==> src/rtl/cim_inst_queue_pkg.sv <==
// Shared widths, field layout helpers and the fixed 32-bit instruction format for the CIM instruction queue.
// Address range checking is enabled by defining CIM_ADDR_CHECK_EN.
package cim_inst_queue_pkg;

    localparam int CIM_OP_WIDTH      = 5;
    localparam int CIM_ADDR_WIDTH    = 9;
    localparam int CIM_ADDRESS_DEPTH = 512;
    localparam int CIM_INST_WIDTH    = CIM_OP_WIDTH + 3 * CIM_ADDR_WIDTH;

    typedef enum logic [1:0] {
        FIELD_D1 = 2'd0,
        FIELD_S2 = 2'd1,
        FIELD_S1 = 2'd2,
        FIELD_OP = 2'd3
    } cim_field_e;

    // Fixed layout kept for the default 5/9-bit configuration
    typedef struct packed {
        logic [CIM_OP_WIDTH-1:0]   op;
        logic [CIM_ADDR_WIDTH-1:0] s1;
        logic [CIM_ADDR_WIDTH-1:0] s2;
        logic [CIM_ADDR_WIDTH-1:0] d1;
    } cim_inst_t;

    localparam int CIM_OP_MSB = 31;
    localparam int CIM_S1_MSB = 26;
    localparam int CIM_S2_MSB = 17;
    localparam int CIM_D1_MSB = 8;

    function automatic int cim_inst_width(int op_w, int addr_w);
        return op_w + 3 * addr_w;
    endfunction

    function automatic int cim_field_lsb(cim_field_e field, int addr_w);
        return int'(field) * addr_w;
    endfunction

endpackage

==> src/rtl/cim_inst_queue_if.sv <==
// Instruction intake and decoded-output handshakes of the CIM instruction queue.
interface cim_inst_queue_if
    import cim_inst_queue_pkg::*;
#(
    parameter int OP_WIDTH   = CIM_OP_WIDTH,
    parameter int ADDR_WIDTH = CIM_ADDR_WIDTH
);
    localparam int INST_WIDTH = cim_inst_width(OP_WIDTH, ADDR_WIDTH);

    logic                  in_valid;
    logic                  in_ready;
    logic [INST_WIDTH-1:0] in_inst;
    logic                  out_valid;
    logic                  out_ready;
    logic [OP_WIDTH-1:0]   out_op;
    logic [ADDR_WIDTH-1:0] out_s1;
    logic [ADDR_WIDTH-1:0] out_s2;
    logic [ADDR_WIDTH-1:0] out_d1;

    modport master (
        output in_valid, in_inst, out_ready,
        input  in_ready, out_valid, out_op, out_s1, out_s2, out_d1
    );

    modport slave (
        input  in_valid, in_inst, out_ready,
        output in_ready, out_valid, out_op, out_s1, out_s2, out_d1
    );

endinterface

==> src/rtl/cim_sync_fifo.sv <==
// Generic first-word-fall-through synchronous FIFO with flush and occupancy output.
module cim_sync_fifo #(
    parameter int WIDTH = 32,
    parameter int DEPTH = 8
) (
    input  logic                     clk,
    input  logic                     rst,
    input  logic                     flush,
    input  logic                     push,
    input  logic                     pop,
    input  logic [WIDTH-1:0]         wdata,
    output logic [WIDTH-1:0]         rdata,
    output logic                     empty,
    output logic                     full,
    output logic [$clog2(DEPTH):0]   level
);
    localparam int AW = $clog2(DEPTH);

    logic [AW:0]      wr_ptr;
    logic [AW:0]      rd_ptr;
    logic [WIDTH-1:0] mem [DEPTH];
    logic             do_push;
    logic             do_pop;

    assign do_push = push && !full && !flush;
    assign do_pop  = pop && !empty && !flush;

    // Extra MSB on each pointer tells a full queue from an empty one
    assign level = wr_ptr - rd_ptr;
    assign empty = (wr_ptr == rd_ptr);
    assign full  = (wr_ptr == {~rd_ptr[AW], rd_ptr[AW-1:0]});
    assign rdata = mem[rd_ptr[AW-1:0]];

    always_ff @(posedge clk or posedge rst) begin
        if (rst) begin
            wr_ptr <= '0;
            rd_ptr <= '0;
        end else if (flush) begin
            wr_ptr <= '0;
            rd_ptr <= '0;
        end else begin
            if (do_push) wr_ptr <= wr_ptr + 1'b1;
            if (do_pop)  rd_ptr <= rd_ptr + 1'b1;
        end
    end

    always_ff @(posedge clk) begin
        if (do_push) mem[wr_ptr[AW-1:0]] <= wdata;
    end

endmodule

==> src/rtl/cim_inst_queue.sv <==
// CIM instruction intake: queues packed instructions and presents the decoded head to rw_control.
// Defining CIM_ADDR_CHECK_EN drops instructions whose addresses fall outside the array.
module cim_inst_queue
    import cim_inst_queue_pkg::*;
#(
    parameter int OP_WIDTH   = CIM_OP_WIDTH,
    parameter int ADDR_WIDTH = CIM_ADDR_WIDTH,
    parameter int CIM_DEPTH  = CIM_ADDRESS_DEPTH,
    parameter int FIFO_DEPTH = 8
) (
    input  logic                          clk,
    input  logic                          rst,
    input  logic                          flush,
    cim_inst_queue_if.slave               bus,
    output logic [$clog2(FIFO_DEPTH):0]   level,
    output logic                          err_addr,
    output logic [15:0]                   err_count
);
    localparam int INST_WIDTH = cim_inst_width(OP_WIDTH, ADDR_WIDTH);
    localparam int OP_LSB     = cim_field_lsb(FIELD_OP, ADDR_WIDTH);
    localparam int S1_LSB     = cim_field_lsb(FIELD_S1, ADDR_WIDTH);
    localparam int S2_LSB     = cim_field_lsb(FIELD_S2, ADDR_WIDTH);
    localparam int D1_LSB     = cim_field_lsb(FIELD_D1, ADDR_WIDTH);
    localparam logic [ADDR_WIDTH:0] ADDR_LIM = (ADDR_WIDTH+1)'(CIM_DEPTH);

    logic                  ready_en;
    logic                  accept;
    logic                  push;
    logic                  fifo_empty;
    logic                  fifo_full;
    logic [INST_WIDTH-1:0] head;

    // Holds in_ready low through reset and until the first edge after release
    always_ff @(posedge clk or posedge rst) begin
        if (rst) ready_en <= 1'b0;
        else     ready_en <= 1'b1;
    end

    assign bus.in_ready = ready_en && !fifo_full;
    assign accept       = bus.in_valid && bus.in_ready && !flush;

`ifdef CIM_ADDR_CHECK_EN
    logic addr_bad;
    logic err_pulse;
    logic [15:0] err_cnt;

    assign addr_bad = ({1'b0, bus.in_inst[S1_LSB +: ADDR_WIDTH]} >= ADDR_LIM) ||
                      ({1'b0, bus.in_inst[S2_LSB +: ADDR_WIDTH]} >= ADDR_LIM) ||
                      ({1'b0, bus.in_inst[D1_LSB +: ADDR_WIDTH]} >= ADDR_LIM);
    assign push     = accept && !addr_bad;

    always_ff @(posedge clk or posedge rst) begin
        if (rst) begin
            err_pulse <= 1'b0;
            err_cnt   <= '0;
        end else begin
            err_pulse <= accept && addr_bad;
            if (accept && addr_bad && (err_cnt != 16'hFFFF))
                err_cnt <= err_cnt + 16'd1;
        end
    end

    assign err_addr  = err_pulse;
    assign err_count = err_cnt;
`else
    logic unused_cfg;

    assign push       = accept;
    assign err_addr   = 1'b0;
    assign err_count  = '0;
    assign unused_cfg = ^ADDR_LIM;
`endif

    cim_sync_fifo #(
        .WIDTH (INST_WIDTH),
        .DEPTH (FIFO_DEPTH)
    ) u_fifo (
        .clk   (clk),
        .rst   (rst),
        .flush (flush),
        .push  (push),
        .pop   (bus.out_ready),
        .wdata (bus.in_inst),
        .rdata (head),
        .empty (fifo_empty),
        .full  (fifo_full),
        .level (level)
    );

    assign bus.out_valid = !fifo_empty;
    assign bus.out_op    = fifo_empty ? '0 : head[OP_LSB +: OP_WIDTH];
    assign bus.out_s1    = fifo_empty ? '0 : head[S1_LSB +: ADDR_WIDTH];
    assign bus.out_s2    = fifo_empty ? '0 : head[S2_LSB +: ADDR_WIDTH];
    assign bus.out_d1    = fifo_empty ? '0 : head[D1_LSB +: ADDR_WIDTH];

endmodule

==> src/flat_wrapper.sv <==
// flat-port wrapper written by rule: the top's interface ports become plain ports
module cim_inst_queue_flat import cim_inst_queue_pkg::*;
#(
    parameter int OP_WIDTH   = CIM_OP_WIDTH,
    parameter int ADDR_WIDTH = CIM_ADDR_WIDTH,
    parameter int CIM_DEPTH  = CIM_ADDRESS_DEPTH,
    parameter int FIFO_DEPTH = 8
)
  (clk, rst, flush, level, err_addr, err_count, bus_in_valid, bus_in_inst, bus_out_ready, bus_in_ready, bus_out_valid, bus_out_op, bus_out_s1, bus_out_s2, bus_out_d1);
  cim_inst_queue_if #(.OP_WIDTH(OP_WIDTH), .ADDR_WIDTH(ADDR_WIDTH)) bus_i ();
  input  logic clk;
  input  logic rst;
  input  logic flush;
  output logic [$clog2(FIFO_DEPTH):0] level;
  output logic err_addr;
  output logic [15:0] err_count;
  input wire logic [$bits(bus_i.in_valid)-1:0] bus_in_valid;
  input wire logic [$bits(bus_i.in_inst)-1:0] bus_in_inst;
  input wire logic [$bits(bus_i.out_ready)-1:0] bus_out_ready;
  output wire logic [$bits(bus_i.in_ready)-1:0] bus_in_ready;
  output wire logic [$bits(bus_i.out_valid)-1:0] bus_out_valid;
  output wire logic [$bits(bus_i.out_op)-1:0] bus_out_op;
  output wire logic [$bits(bus_i.out_s1)-1:0] bus_out_s1;
  output wire logic [$bits(bus_i.out_s2)-1:0] bus_out_s2;
  output wire logic [$bits(bus_i.out_d1)-1:0] bus_out_d1;
  assign bus_i.in_valid = bus_in_valid;
  assign bus_i.in_inst = bus_in_inst;
  assign bus_i.out_ready = bus_out_ready;
  assign bus_in_ready = bus_i.in_ready;
  assign bus_out_valid = bus_i.out_valid;
  assign bus_out_op = bus_i.out_op;
  assign bus_out_s1 = bus_i.out_s1;
  assign bus_out_s2 = bus_i.out_s2;
  assign bus_out_d1 = bus_i.out_d1;
  cim_inst_queue #(.OP_WIDTH(OP_WIDTH), .ADDR_WIDTH(ADDR_WIDTH), .CIM_DEPTH(CIM_DEPTH), .FIFO_DEPTH(FIFO_DEPTH)) u_core (.clk(clk), .rst(rst), .flush(flush), .bus(bus_i), .level(level), .err_addr(err_addr), .err_count(err_count));
endmodule
==> config.mk <==
export PLATFORM = sky130hd
export DESIGN_NAME = cim_inst_queue_flat
export DESIGN_NICKNAME = d
export VERILOG_FILES = /design/src/rtl/cim_inst_queue_pkg.sv /design/src/rtl/cim_inst_queue_if.sv /design/src/rtl/cim_sync_fifo.sv /design/src/rtl/cim_inst_queue.sv /design/src/flat_wrapper.sv
export SDC_FILE = /design/constraint.sdc
export NUM_CORES = 1
export LEC_CHECK = 0
export ABC_AREA = 1
export CAP_MARGIN = 20
export CORE_MARGIN = 2
export CORE_UTILIZATION = 40
export CTS_CLUSTER_SIZE = 14
export DETAILED_ROUTE_END_ITERATION = 8
export PLACE_DENSITY = 0.58
export SLEW_MARGIN = 20
export SYNTH_ARGS = -nofsm -noshare
export SYNTH_HDL_FRONTEND = slang
export SYNTH_SLANG_ARGS = --single-unit
==> constraint.sdc <==
create_clock -name clk -period 5.62 [get_ports clk]
set_clock_uncertainty 0.2 [all_clocks]
set_input_delay 1.124 -clock clk [delete_from_list [all_inputs] [get_ports clk]]
set_output_delay 1.124 -clock clk [all_outputs]
set_load 0.02 [all_outputs]
==> flow_metrics.env, run 1 <==
export IMPL_status="finished clean"
export IMPL_gp_congestion=0.788
export IMPL_synth_seq_cells=265
export IMPL_synth_ff_type="edfxtp_1"
export IMPL_grt_overflow=0
export IMPL_dp_hpwl_um=13300
export IMPL_drive_above_1_share_pct=5.36
export IMPL_power_share_sequential_pct=47.7
export IMPL_synth_area_mm2=0.0115
export IMPL_cpMostUsedCell="inv_1"
export IMPL_cts_sinks=265
export IMPL_cts_resized=0
export IMPL_dr_pass1_iters=4
export IMPL_p_switching_w=0.00116
export IMPL_synthCells=1094
export IMPL_worstMarginPinSlew_ps=1020
export IMPL_ios=92
export IMPL_combinationalPowerShare_pct=14.9
export IMPL_clk_path_buf_depth=3
export IMPL_finalNetCount=1201
export IMPL_rr_startpoint="u_core.u_fifo.rd_ptr[1]"
export IMPL_syn_area_per_cell_um2=10.5
export IMPL_clk_pin_slew_ps=60
export IMPL_synthArstFlopShare_pct=3.40
export IMPL_reg2reg_to="u_core.u_fifo.mem[4][2]"
export IMPL_cp_depth=8
export IMPL_postRouteAntennaNets=0
export IMPL_grt_first_pass_wirelength_um=38100
export IMPL_setup_worst_path_start="u_core.u_fifo.rd_ptr[1]"
export IMPL_finalSetupTns_ps=0
export IMPL_max_freq_mhz=210
export IMPL_ir_drop_uv=236
export IMPL_vias=7250
export IMPL_placed_cell_area_mm2=0.0125
export IMPL_drt_iter0_drc=464
export IMPL_maxCapViolCount=0
export IMPL_required_ps=4300
export IMPL_rsz0062_at_grt="false"
export IMPL_die_area_mm2=0.0301
export IMPL_drt_wl_total_um=24500
export IMPL_grt_pass1_vias=6819
export IMPL_area_delta_synth_final_pct=16.4
export IMPL_yosys_cell_types_count=23
export IMPL_yosysTopAreaCellShare_pct=67.0
export IMPL_cts_tree="yes"
export IMPL_stdcell_area_mm2=0.0134
export IMPL_synth_seq_area_share_pct=69.0
export IMPL_min_path_type="register to register"
export IMPL_p_per_area_mw_per_mm2=345
export IMPL_power_leakage_nw=5.14
export IMPL_post_route_period_util_pct=84.7
export IMPL_final_setup_viol_count=0
export IMPL_grt_max_degree=98
export IMPL_worstSetupEndpointType="primary output"
export IMPL_rr_worst_depth=8
export IMPL_yosysTopAreaCell="edfxtp_1"
export IMPL_critical_path_class="register to primary output"
export IMPL_critical_path_startpoint_type="register"
export IMPL_critical_path_max_stage_delay_ps=760
export IMPL_fin_crit_ps=4760
export IMPL_routed_via_density=4.65
export IMPL_start_util_pct=40.3
export IMPL_post_cts_buffers=0
export IMPL_swShare_pct=25.1
export IMPL_clock_latency_ps=530
export IMPL_routedWlPerCell_um=15.7
export IMPL_maxSlewHeadroom_pct=32.1
export IMPL_worstSetupEndpoint="bus_out_s2[4]"
export IMPL_die_h_um=173
export IMPL_core_mm2=0.0285
export IMPL_port_buffers=74
export IMPL_most_common_layout_cells="260 x nor2_1, 256 x edfxtp_1, 212 x nand2_1"
export IMPL_worst_ep_arrival_time_ps=3430
export IMPL_setup_reg_to_reg_worst_slack_ps=1860
export IMPL_ys_top_cells_by_area="edfxtp_1 67%, nor2_1 8.7%, nand2_1 6.9%"
export IMPL_cts_buffers=28
export IMPL_path_buf_inv=3
export IMPL_die_w_um=173
export IMPL_synth_edf_count=256
export IMPL_path_cells="inv_1 -> ha_1 -> nand3_1 -> inv_1 -> nand2_2 -> nand2_1 -> nor2_1 -> clkdlybuf4s50_1"
export IMPL_cp_top_family="simple AND/OR/NAND/NOR gates"
export IMPL_grt_util_all_layers_pct=16.2
export IMPL_antenna_found_initial=1
export IMPL_finalHoldViolations=0
export IMPL_whs_ps=381
export IMPL_p_int_w=0.00346
export IMPL_cts_hold_buf=0
export IMPL_cp_max_fo=45
export IMPL_htree_levels=1
export IMPL_slew_viol_final=0
export IMPL_final_common_cell="nor2_1"
export IMPL_yosys_warnings=0
export IMPL_critPathSlowestCell="dfrtp_4"
export IMPL_rows=62
export IMPL_cts_root_buf="clkbuf_16"
export IMPL_drcViolationCount=0
export IMPL_p_clk_share_pct=37.4
## power groups by stage
stage / Sequential [W] / Combinational, W / Clock, W
global placement: 0.00224 / 0.000695 / 0
CTS: 0.00220 / 0.000705 / 0.00177
detailed placement: 0.00224 / 0.000703 / 0
global route: 0.00220 / 0.000773 / 0.00184
finish: 0.00220 / 0.000689 / 0.00172
floorplan: 0.00223 / 0.000475 / 0
## Yosys cell counts (2+ instances only)
master / n
conb_1: 2
nand3_1: 83
buf_4: 24
o21ai_0: 50
nor3_1: 3
buf_2: 23
inv_1: 112
o21ai_1: 15
dfrtp_1: 9
ha_1: 5
nand2_1: 212
buf_6: 5
edfxtp_1: 256
clkbuf_1: 17
nor2_1: 265
buf_1: 2
xor2_1: 5
## cell type report
class / count / area, um^2
Sequential cell: 265 / 7920
Clock buffer: 37 / 756
Timing Repair Buffer: 89 / 853
Clock inverter: 10 / 93.8
Antenna cell: 1 / 2.50
Tap cell: 384 / 480
Inverter: 113 / 427
Multi-Input combinational cell: 661 / 2820
Fill cell: 2623 / 15100
## metrics by stage
| step | total power [W] | instances | setup slack, ps | util (%) |
|---|---|---|---|---|
| finish | 0.00461 | 1560 | 862 | 46.9 |
| global route | 0.00481 | 1559 | 539 | 46.9 |
| CTS | 0.00467 | 1559 | 737 | 46.9 |
| detailed placement | 0.00295 | 1512 | 1340 | 43.9 |
| global placement | 0.00294 | 1512 | 1390 | 43.9 |
| floorplan | 0.00270 | 1110 | 1050 | - |
## kinds of logic after synthesis
kind of cell    share of synthesized area [%]
xor+xnor                                0.458
compound gates                           2.98
buf+inv                                  7.40
flops                                    69.0
fa+ha+maj                               0.720
other cells                            0.0655
simple gates                             19.4
## state kept, by name, indices dropped and copies added, names as in the netlist
| register | count |
|---|---|
| u_core.u_fifo.wr_ptr | 4 |
| u_core.ready_en | 1 |
| u_core.u_fifo.mem | 256 |
| u_core.u_fifo.rd_ptr | 4 |
## metal layers
layer | global-route usage [%] | share of wire (%) | up-vias
met5 | 0 | 0 | -
met1 | 20.9 | 45 | 3436
li1 | - | - | 3659
met2 | 29.1 | 50 | 123
met3 | 2.50 | 3.7 | 32
met4 | 3.46 | 1.6 | 0
## how the worst min path moves through the flow
stage,startpoint,end,cells after the start
floorplan,u_core.u_fifo.wr_ptr[0],u_core.u_fifo.wr_ptr[0],2
global placement,u_core.u_fifo.wr_ptr[0],u_core.u_fifo.wr_ptr[0],2
detailed placement,u_core.u_fifo.rd_ptr[3],u_core.u_fifo.rd_ptr[3],2
CTS,u_core.u_fifo.wr_ptr[0],u_core.u_fifo.wr_ptr[0],2
global route,u_core.u_fifo.rd_ptr[3],u_core.u_fifo.rd_ptr[3],2
finish,u_core.u_fifo.rd_ptr[3],u_core.u_fifo.rd_ptr[3],2
## worst min-delay path, delay by kind of cell, from the launching register on
family / cells / cell delay (ps)
and+or+nand+nor: 2 / 160
DFF: 1 / 390
Note: power is estimated with default switching activity, not from simulation.
==> run 2: changes to the inputs <==
clock period = 4.9 ns   (was 5.62 ns; I/O delays follow)
==> run 2 against run 1 <==
Cell area increased by 0.92%. Die area stayed put. Core utilization is 0.43 points higher. Sequential power grew 15%. Via count grew 2.5%. Highest routed layer unchanged.
==> flow_metrics.env, run 2 (synthesis gave the netlist of run 1 again) <==
export IMPL_status="finished clean"
export IMPL_routedWlPerCell_um=16.0
export IMPL_worstSetupEndpointType="primary output"
export IMPL_post_cts_buffers=0
export IMPL_ios=92
export IMPL_critical_path_startpoint_type="register"
export IMPL_clk_pin_slew_ps=60
export IMPL_antenna_found_initial=1
export IMPL_cts_resized=0
export IMPL_die_w_um=173
export IMPL_worstMarginPinSlew_ps=1020
export IMPL_ir_drop_uv=268
export IMPL_finalNetCount=1203
export IMPL_rr_startpoint="u_core.u_fifo.rd_ptr[0]"
export IMPL_drt_wl_total_um=25000
export IMPL_max_freq_mhz=228
export IMPL_whs_ps=372
export IMPL_clock_latency_ps=530
export IMPL_drt_iter0_drc=571
export IMPL_maxSlewHeadroom_pct=32.0
export IMPL_gp_congestion=0.793
export IMPL_grt_util_all_layers_pct=16.7
export IMPL_setup_worst_path_start="u_core.u_fifo.rd_ptr[0]"
export IMPL_drive_above_1_share_pct=6.01
export IMPL_cp_top_family="buffers and inverters"
export IMPL_die_h_um=173
export IMPL_finalHoldViolations=0
export IMPL_pre_cts_ws_ps=1060
export IMPL_min_path_cells=2
export IMPL_final_common_cell="nor2_1"
export IMPL_clk_path_buf_depth=3
export IMPL_core_mm2=0.0285
export IMPL_critical_path_class="register to primary output"
export IMPL_worst_ep_arrival_time_ps=3200
export IMPL_largest_reg_flops=256
export IMPL_cts_sinks=265
export IMPL_grt_first_pass_wirelength_um=39800
export IMPL_cp_max_fo=22
export IMPL_reg2reg_to="u_core.u_fifo.mem[7][10]"
export IMPL_min_path_type="register to register"
export IMPL_dp_hpwl_um=13000
export IMPL_cts_buffers=29
export IMPL_rr_worst_depth=7
export IMPL_p_per_area_mw_per_mm2=409
export IMPL_slew_viol_final=0
export IMPL_cts_hold_buf=0
export IMPL_grt_overflow=0
export IMPL_stdcell_area_mm2=0.0135
export IMPL_placed_cell_area_mm2=0.0125
export IMPL_power_leakage_nw=5.20
export IMPL_port_buffers=74
export IMPL_hold_start="u_core.u_fifo.wr_ptr[0]"
export IMPL_setup_reg_to_reg_worst_slack_ps=1820
export IMPL_path_buf_inv=3
export IMPL_drcViolationCount=0
export IMPL_die_area_mm2=0.0301
export IMPL_hold_end="u_core.u_fifo.wr_ptr[0]"
export IMPL_rows=62
export IMPL_vias=7433
export IMPL_rsz0062_at_grt="false"
export IMPL_dr_pass1_iters=5
export IMPL_grt_max_degree=145
export IMPL_postRouteAntennaNets=0
export IMPL_grt_pass1_vias=7287
export IMPL_critical_path_max_stage_delay_ps=620
export IMPL_area_delta_synth_final_pct=17.5
export IMPL_start_util_pct=40.3
export IMPL_fin_ws_ps=518
export IMPL_cts_root_buf="clkbuf_16"
export IMPL_post_route_period_util_pct=89.4
export IMPL_routed_via_density=4.75
export IMPL_required_ps=3720
export IMPL_finalSetupTns_ps=0
export IMPL_final_setup_viol_count=0
export IMPL_htree_levels=1
export IMPL_path_cells="ha_1 -> nand3_1 -> inv_1 -> nand2_2 -> buf_4 -> nand2_1 -> nor2_1 -> clkdlybuf4s50_1"
export IMPL_maxCapViolCount=0
export IMPL_critPathSlowestCell="clkdlybuf4s50_1"
export IMPL_most_common_layout_cells="260 x nor2_1, 256 x edfxtp_1, 212 x nand2_1"
export IMPL_cts_tree="yes"
export IMPL_fin_crit_ps=4380
run 2: changes by cell type in the layout (fill, tap and decap cells not counted):
| cell | previous run | this run |
|---|---|---|
| clkbuf_1 | 8 | 3 |
| clkinv_1 | 5 | 8 |
| clkinv_2 | 3 | 7 |
| bufinv_16 | 2 | 5 |
| buf_12 | 0 | 1 |
run 2: tightest hold or removal path, delay by kind of cell (launching register included):
family	cells	cell delay [ps]
flip-flops	1	390
AND/OR/NAND/NOR	2	150
run 2: final cells by class:
type	instances	area (um^2)
Clock buffer	32	737
Sequential cell	265	7920
Multi-Input combinational cell	661	2820
Antenna cell	1	2.50
Inverter	113	427
Tap cell	384	480
Fill cell	2612	15000
Clock inverter	20	215
Timing Repair Buffer	90	873
run 2: worst max-delay path by stage:
stage | end | depth (start not counted) | slack, ps
2_1_floorplan | u_core.u_fifo.mem[3][0] | 10 | 330
3_3_place_gp | bus_out_d1[6] | 6 | 1070
3_5_place_dp | bus_out_d1[5] | 8 | 1060
4_1_cts | bus_out_op[0] | 8 | 480
5_1_grt | bus_out_op[3] | 8 | 340
6_report | bus_out_d1[1] | 8 | 520
run 2: per-stage QoR:
stage / power [W] / util (%) / cells
detailed placement: 0.00339 / 44.0 / 1513
CTS: 0.00557 / 47.3 / 1565
global route: 0.00575 / 47.3 / 1566
global placement: 0.00339 / 44.0 / 1513
floorplan: 0.00310 / - / 1110
finish: 0.00551 / 47.3 / 1566
run 2: power by group:
part           switching [W]  internal [W]  total, W
Combinational       0.000523      0.000293  0.000817
Clock               0.000842       0.00133   0.00218
Sequential         0.0000159       0.00250   0.00252
Total                0.00138       0.00413   0.00551
run 2: routing by layer:
layer  vias up  global-route usage (%)  share of wire, %
li1       3663                       -                 -
met2       171                    29.2                49
met4         0                    4.70               2.2
met3        35                    2.39               4.3
met1      3564                    21.7                44
met5         -                       0                 0
